`config.mk`:
```
export PLATFORM = sky130hd
export DESIGN_NAME = instr_mem_responder
export DESIGN_NICKNAME = d
export VERILOG_FILES = /design/src/rtl/fetch_mem_pkg.sv /design/src/rtl/byte_ram.sv /design/src/rtl/instr_mem_responder.sv
export SDC_FILE = /design/constraint.sdc
export NUM_CORES = 2
export LEC_CHECK = 0
export CORE_ASPECT_RATIO = 0.75
export CORE_MARGIN = 5
export CORE_UTILIZATION = 35
export DETAILED_ROUTE_END_ITERATION = 10
export GPL_TIMING_DRIVEN = 0
export PLACE_DENSITY = 0.53
export SLEW_MARGIN = 20
export SYNTH_ARGS = -nofsm -noshare
export SYNTH_HDL_FRONTEND = slang
export SYNTH_SLANG_ARGS = --single-unit
```
`constraint.sdc`:
```
create_clock -name clk -period 10.65 [get_ports clk]
set_input_delay 2.13 -clock clk [delete_from_list [all_inputs] [get_ports clk]]
set_output_delay 2.13 -clock clk [all_outputs]
set_load 0.005 [all_outputs]
```
`src/rtl/fetch_mem_pkg.sv`:
```
//----------------------------------------------------------------------
// fetch_mem_pkg : shared widths, state encoding and types for the
//                 fetch-side instruction memory responder. Rev 1.0
//----------------------------------------------------------------------
`default_nettype none

package fetch_mem_pkg;

  localparam int WORD_LEN       = 32;
  localparam int MEM_CELL_SIZE  = 8;
  localparam int CELLS_PER_WORD = WORD_LEN / MEM_CELL_SIZE;

  typedef enum logic [1:0] {
    IDLE  = 2'd0,
    FETCH = 2'd1,
    RESP  = 2'd2
  } imem_state_t;

  typedef logic [MEM_CELL_SIZE-1:0] cell_t;
  typedef logic [WORD_LEN-1:0]      word_t;

endpackage

`default_nettype wire

```
`src/rtl/byte_ram.sv`:
```
//----------------------------------------------------------------------
// byte_ram : DEPTH x WIDTH cell array, synchronous write, asynchronous
//            read, contents survive reset. Rev 1.0
//----------------------------------------------------------------------
`default_nettype none

module byte_ram #(
  parameter int DEPTH  = 256,
  parameter int WIDTH  = 8,
  parameter int ADDR_W = 8
) (
  input  logic              clk,
  input  logic              we,
  input  logic [ADDR_W-1:0] waddr,
  input  logic [WIDTH-1:0]  wdata,
  input  logic [ADDR_W-1:0] raddr,
  output logic [WIDTH-1:0]  rdata
);

  logic [WIDTH-1:0] mem [DEPTH];

  always_ff @(posedge clk) begin
    if (we) begin
      mem[waddr] <= wdata;
    end
  end

  assign rdata = mem[raddr];

endmodule

`default_nettype wire

```
`src/rtl/instr_mem_responder.sv`:
```
//----------------------------------------------------------------------
// instr_mem_responder : serves word fetches by assembling cells one per
//                       cycle, with a byte-wide program load port. Rev 1.0
//----------------------------------------------------------------------
`default_nettype none

module instr_mem_responder #(
  parameter int WORD_LEN      = 32,
  parameter int MEM_CELL_SIZE = 8,
  parameter int DEPTH         = 256
) (
  input  logic                     clk,
  input  logic                     rst,
  input  logic                     getInstruction,
  input  logic [MEM_CELL_SIZE-1:0] address,
  output logic                     busy,
  output logic                     instr_valid,
  output logic [WORD_LEN-1:0]      instruction,
  output logic                     addr_err,
  input  logic                     load_en,
  input  logic [MEM_CELL_SIZE-1:0] load_addr,
  input  logic [MEM_CELL_SIZE-1:0] load_data
);

  import fetch_mem_pkg::*;

  localparam int LANES = WORD_LEN / MEM_CELL_SIZE;
  localparam int CNT_W = (LANES > 1) ? $clog2(LANES) : 1;
  localparam logic [MEM_CELL_SIZE:0] DEPTH_W   = (MEM_CELL_SIZE+1)'(DEPTH);
  localparam logic [CNT_W-1:0]       LAST_LANE = CNT_W'(LANES - 1);

  imem_state_t               state_q, state_d;
  logic [CNT_W-1:0]          cnt_q, cnt_d;
  logic [MEM_CELL_SIZE-1:0]  base_q, base_d;
  logic [WORD_LEN-1:0]       shadow_q, shadow_d;
  logic [WORD_LEN-1:0]       instr_d;
  logic                      valid_d, err_d, busy_d;
  logic                      ram_we;
  logic                      req_ok, req_bad;
  logic [MEM_CELL_SIZE:0]    rd_sum;
  logic [MEM_CELL_SIZE-1:0]  rd_addr, rd_data;

  byte_ram #(
    .DEPTH  (DEPTH),
    .WIDTH  (MEM_CELL_SIZE),
    .ADDR_W (MEM_CELL_SIZE)
  ) u_ram (
    .clk   (clk),
    .we    (ram_we),
    .waddr (load_addr),
    .wdata (load_data),
    .raddr (rd_addr),
    .rdata (rd_data)
  );

  // Widened sum so the wrap past the top cell is an explicit modulo.
  always_comb begin
    rd_sum  = {1'b0, base_q} + {{(MEM_CELL_SIZE+1-CNT_W){1'b0}}, cnt_q};
    rd_addr = MEM_CELL_SIZE'(rd_sum % DEPTH_W);
  end

  always_comb begin
    req_ok  = getInstruction && (address[CNT_W-1:0] == '0);
    req_bad = getInstruction && (address[CNT_W-1:0] != '0);
  end

  always_ff @(posedge clk or negedge rst) begin
    if (!rst) begin
      state_q     <= IDLE;
      cnt_q       <= '0;
      base_q      <= '0;
      shadow_q    <= '0;
      instruction <= '0;
      instr_valid <= 1'b0;
      addr_err    <= 1'b0;
      busy        <= 1'b0;
    end else begin
      state_q     <= state_d;
      cnt_q       <= cnt_d;
      base_q      <= base_d;
      shadow_q    <= shadow_d;
      instruction <= instr_d;
      instr_valid <= valid_d;
      addr_err    <= err_d;
      busy        <= busy_d;
    end
  end

  always_comb begin
    state_d  = state_q;
    cnt_d    = cnt_q;
    base_d   = base_q;
    shadow_d = shadow_q;
    instr_d  = instruction;
    valid_d  = 1'b0;
    err_d    = 1'b0;
    ram_we   = 1'b0;

    case (state_q)
      IDLE: begin
        // A load owns the cycle; the requester keeps its request up.
        if (load_en) begin
          ram_we = 1'b1;
        end else if (req_bad) begin
          err_d = 1'b1;
        end else if (req_ok) begin
          base_d  = address;
          cnt_d   = '0;
          state_d = FETCH;
        end
      end

      FETCH: begin
        for (int k = 0; k < LANES; k++) begin
          if (cnt_q == CNT_W'(k)) begin
            shadow_d[k*MEM_CELL_SIZE +: MEM_CELL_SIZE] = rd_data;
          end
        end
        cnt_d = cnt_q + 1'b1;
        if (cnt_q == LAST_LANE) begin
          instr_d = shadow_d;
          valid_d = 1'b1;
          state_d = RESP;
        end
      end

      RESP: begin
        if (req_bad) begin
          err_d   = 1'b1;
          state_d = IDLE;
        end else if (req_ok && !load_en) begin
          base_d  = address;
          cnt_d   = '0;
          state_d = FETCH;
        end else begin
          state_d = IDLE;
        end
      end

      default: begin
        state_d = IDLE;
      end
    endcase

    busy_d = (state_d != IDLE);
  end

endmodule

`default_nettype wire

```
# Word-level counts from Yosys, hierarchy flattened
# Memories as Yosys holds them, arrays and structs flattened.
# Cells that the tools add are included.
# classes
reduce_logical	14
muxes	32
addsub	2
n_eq_ne	10
# op_table
op	n
$mux 8	9
$mux 2	9
$pmux 8 s2	1
$pmux 2 s3	2
$reduce_and 6->1	2
$mux 1	10
$ne 2x2->1 const B	5
$add 8x2->8	1
$eq 2x2->1 const B	3
$logic_not 2->1	3
$reduce_bool 2->1	3
$eq 2x1->1 const B	2
$logic_and 1x1->1	3
$reduce_bool 3->1	1
$add 2x1->2 const B	1
$pmux 1 s2	1
$reduce_and 2->1	1
$logic_not 1->1	1
# totals
mem_count	1
input_bits	28
wordCells	67
mem_bits_rw	2048
ff_bits	79
out_inout_bits	35
# mem_list
name	words	width	read_ports	rd_clocked_by_memory_dff	wr	line_no	text
u_ram.mem	256	8	1	0	1	byte_ram.sv:20	logic [WIDTH-1:0] mem [DEPTH];

# Depth between registers and ports, before layout
# depth
ltp_word	7
depth_mapped	18

# Hierarchy
# From an unflattened synthesis, not the netlist that was laid out.
# hier_totals
cells_unflattened	3963
area_unflattened_um2	82472.8
# modules_own_cells
mod	area_per_inst_um2	n_inst	cells_each	seq_area_each_um2
byte_ram	79396.1	1	3725	61499.0
instr_mem_responder	3076.7	1	238	1776.7

# Worst setup path after synthesis
# Ideal clock, no wire load.
# synth_timing
path_kind	input port to flip-flop
from	in load_en
to	mem u_ram.mem[102][0] (enable)
t_required_ns	10.280
t_arrival_ns	3.735
setup_slack_ns	6.545
path_buffers	2
cell_stages	6
cell_sequence	inv_1 > nor3_1 > clkbuf_1 > nand3_1 > clkbuf_1 > nor2_1
# synth_between
elab_chain_len	4
# synth_lines
item	line_no	text
from (decl)	instr_mem_responder.sv:20	input logic load_en,
$mux 1	instr_mem_responder.sv:102	if (load_en) begin
$mux 1	instr_mem_responder.sv:99	case (state_q)
$mux 1	byte_ram.sv:23	if (we) begin
$mux 1 (not written as such)	byte_ram.sv:24	mem[waddr] <= wdata;
to (decl)	byte_ram.sv:20	
# Every way passes these cells.

# Final worst setup path
# layout_timing
from	reg cnt_q[0]
to	reg shadow_q[18]
# layout_between
elab_chain_len	3
# layout_lines
item	line_no	text
from (decl)	instr_mem_responder.sv:33	logic [CNT_W-1:0] cnt_q, cnt_d;
from (signal assigned)	instr_mem_responder.sv:79	cnt_q <= cnt_d;
$add 8x2->8	instr_mem_responder.sv:58	rd_sum = {1'b0, base_q} + {{(MEM_CELL_SIZE+1-CNT_W){1'b0}}, cnt_q};
$mem_v2 256x8	n/a	
$mux 8 *	instr_mem_responder.sv:115	if (cnt_q == CNT_W'(k)) begin
to (signal assigned)	instr_mem_responder.sv:81	shadow_q <= shadow_d;
to (decl)	instr_mem_responder.sv:35	logic [WORD_LEN-1:0] shadow_q, shadow_d;
# Mark *: on every way between the ends. The rest lies on a longest branch, timed or not.
# A chain may end at the register's enable or synchronous reset.

==> flow_summary.json <==
{
  "status": "completed",
  "grt_pass1_vias": 44200,
  "antenna_found_initial": 29,
  "synth_top_cell_by_area": "edfxtp_1",
  "setup.worst_path.start_class": "flop",
  "drc": 0,
  "min_period_ns": 7.54,
  "synth_mux_area_share_pct": 15.2,
  "cp_slowest_stage_delay_ns": 1.14,
  "synthSimpleGateAreaFrac_pct": 4.75,
  "finalClockSkew_ns": 0.0852,
  "clk_path_buf_depth": 4,
  "yosys-top-cells-count": "2048 x edfxtp_1, 506 x mux4_2, 396 x nand2_1, 286 x nor2_1, 112 x clkbuf_1",
  "core-area_um2": 237000,
  "synth_flop_cell": "edfxtp_1",
  "min_to": "shadow_q[12]$_DFFE_PN0P_",
  "io_buffers": 58,
  "synth-edff-count": 2048,
  "synth_nets": 4267,
  "vias": 47100,
  "synth_compound_area_share_pct": 2.37,
  "crit_family": "buffers and inverters",
  "grt_pass1_wl_um": 410000,
  "finalNetCount": 4597,
  "clock_sinks": 2119,
  "hp-start": "shadow_q[12]$_DFFE_PN0P_",
  "crit_type": "flop to flop",
  "fillCellCount": 21200,
  "hold_viol": 0,
  "cts_resized": 0,
  "pre_cts_slack_ns": 3.34,
  "fmax_mhz": 133,
  "worst_pin_slew_ns": 1.26,
  "worst-path-max-fanout": 11,
  "worstPathArrival_ns": 8.18,
  "worst-path-buf-inv": 6,
  "rsz0062_at_grt": "no",
  "cp.depth": 15,
  "dieArea_um2": 248000,
  "postCtsHoldBufs": 0,
  "synth_seq_cells": 2119,
  "timing.rr.start": "cnt_q[0]$_DFFE_PN0P_",
  "synth_xor_area_share_pct": 0.0751,
  "worstSkewPairLatency_ns": 0.89,
  "io_pins": 63,
  "drt_iter0_markers": 8835,
  "maxSlewHeadroom_pct": 16.0,
  "cp_cell_sequence": "ha_1, inv_1, fa_1, buf_2, buf_2, clkbuf_2, buf_16, clkbuf_2, mux4_2, mux2i_1, o22ai_1, o21ai_0, nand4_1, nor4b_2, o21ai_0",
  "dp_hpwl_um": 212000,
  "ys_seq_area_share_pct": 75.9,
  "die_y_um": 433,
  "die_w_um": 573,
  "busiest_layer": "met1",
  "r2r_cells": 15,
  "synth_cells": 4232,
  "crit_slowest_cell": "nor4b_2",
  "drt-total-wl_um": 311000,
  "synth_fa_ha_area_share_pct": 0.114,
  "ant_nets": 0,
  "clockRootBuffer": "clkbuf_16",
  "met2_usage_pct": 33.5,
  "synth_top_family_by_area": "multiplexers",
  "synth_cell_types": 78,
  "yosysWarningCount": 0,
  "netlist.area_leader.share_pct": 73.8,
  "syn_to_final_growth_pct": 15.3,
  "report.final.slew_viol_count": 0,
  "power.ir.vdd_worst_v": 0.000189,
  "path_clk_slew_ns": 0.06,
  "setup_viol": 0,
  "ff2ff_setup_slack_ns": 3.11,
  "critPathCaptureType": "flop",
  "drive_gt1_share_pct": 23.5,
  "layout_setup_ws_ns": 3.11,
  "synth.most_common_cell": "edfxtp_1",
  "synth_area_leaders": "edfxtp_1 74%, mux4_2 14%, dfrtp_1 2.1%",
  "syn_avg_cell_area_um2": 19.7,
  "grt_max_degree": 131,
  "leakage_nw": 30.6,
  "wl_per_cell_um": 39.5,
  "place_congestion": 0.957,
  "whs_path_depth": 2,
  "cts_setup_buffers": 0,
  "synth.cell_area_um2": 83300,
  "via_per_inst": 5.99,
  "rows": 155,
  "numCtsBuffers": 209,
  "cap_violations": 0,
  "cts_tree": "done",
  "timing.rr.end": "shadow_q[18]$_DFFE_PN0P_",
  "period_share_pct": 70.8,
  "power.density_nw_per_um2": 287,
  "min_path_type": "flop to flop",
  "overflow": 0,
  "dr.pass1.iters": 8,
  "use_met1_pct": 36.0,
  "total_power_w": 0.0275,
  "worstPathRequired_ns": 11.29,
  "grt.total_usage_pct": 24.6,
  "met3_usage_pct": 8.99,
  "regArea_um2": 63300,
  "multi_input_area_um2": 18900,
  "initial_utilization_pct": 35.1,
  "ys_async_sr_fraction_pct": 3.35,
  "cts-htree-levels": 4
}
-- worst max-delay path by stage --
stage                         startpoint                          end  slack [ns]
global route        cnt_q[0]$_DFFE_PN0P_     shadow_q[18]$_DFFE_PN0P_        3.08
global placement            load_data[2]  u_ram.mem[206][2]$_DFFE_PP_       -0.87
floorplan                        load_en  u_ram.mem[102][0]$_DFFE_PP_        6.54
detailed placement  cnt_q[0]$_DFFE_PN0P_     shadow_q[18]$_DFFE_PN0P_        3.34
finish              cnt_q[0]$_DFFE_PN0P_     shadow_q[18]$_DFFE_PN0P_        3.11
CTS                 cnt_q[0]$_DFFE_PN0P_     shadow_q[18]$_DFFE_PN0P_        3.34
-- cells in the final DEF (no fill, tap or decap), types with 81 or more instances in the layout --
cell type / instances
nand3_1: 106
nor2_1: 259
nand2_1: 396
mux4_2: 506
clkbuf_16: 212
mux2i_1: 81
a21oi_1: 81
clkbuf_1: 114
buf_2: 107
edfxtp_1: 2048
-- where the power goes --
part / internal [W] / total (W) / switching (W)
clock: 0.00411 / 0.00739 / 0.00328
sequential: 0.00926 / 0.00934 / 0.0000783
combinational: 0.00340 / 0.0108 / 0.00740
-- metal layers --
layer / up-vias / part of all wire (%) / routed length (um)
met5: - / 0.0042 / 13
met1: 25500 / 41 / 129000
met4: 2 / 3.8 / 11800
met2: 3222 / 41 / 127000
li1: 17900 / - / -
met3: 485 / 14 / 42900
-- stage by stage --
step	setup TNS, ns	instances	utilization (%)	hold WS (ns)	instance area (um2)
after global placement	-622.17	7430	37.0	0.452	87800
after floorplan	0	4232	-	0.441	83300
final	0	7873	40.5	0.476	96100
after global routing	0	7865	40.5	0.496	96100
after CTS	0	7861	40.5	0.475	96000
after detailed placement	0	7491	37.7	0.461	89500
-- logic make-up after synthesis --
family,after synthesis
flops,2119
simple gates,913
mux,609
compound gates,307
buf+inv,272
fa+ha+maj,7
xor+xnor,5
-- state kept, by name, summed over array words and instances, names as in the netlist --
signal / flops
instruction: 32
busy: 1
addr_err: 1
shadow_q: 24
base_q: 8
instr_valid: 1
state_q: 2
cnt_q: 2
u_ram.mem: 2048
-- final cells by class --
cell class              count  area share [%]
multi-input cells        1841            19.6
repair buffers            119            2.14
diodes                     12          0.0312
well taps                3140            4.09
clock buffers             269            5.78
flip-flops and latches   2119            65.8
inverters                  14          0.0547
plain buffers             258            1.40
clock inverters           101            1.02
-- worst reg2reg max path: cells and delay by family, from the launching register on --
family                   cells  cell delay (ns)
flip-flops                   1             0.59
adder cells (fa/ha/maj)      2             1.06
AO/OA/AOI/OAI                3             0.99
AND/OR/NAND/NOR              2             1.65
buffers and inverters        6             2.20
multiplexers                 2             0.89
Power figures use the tool's default switching activity.
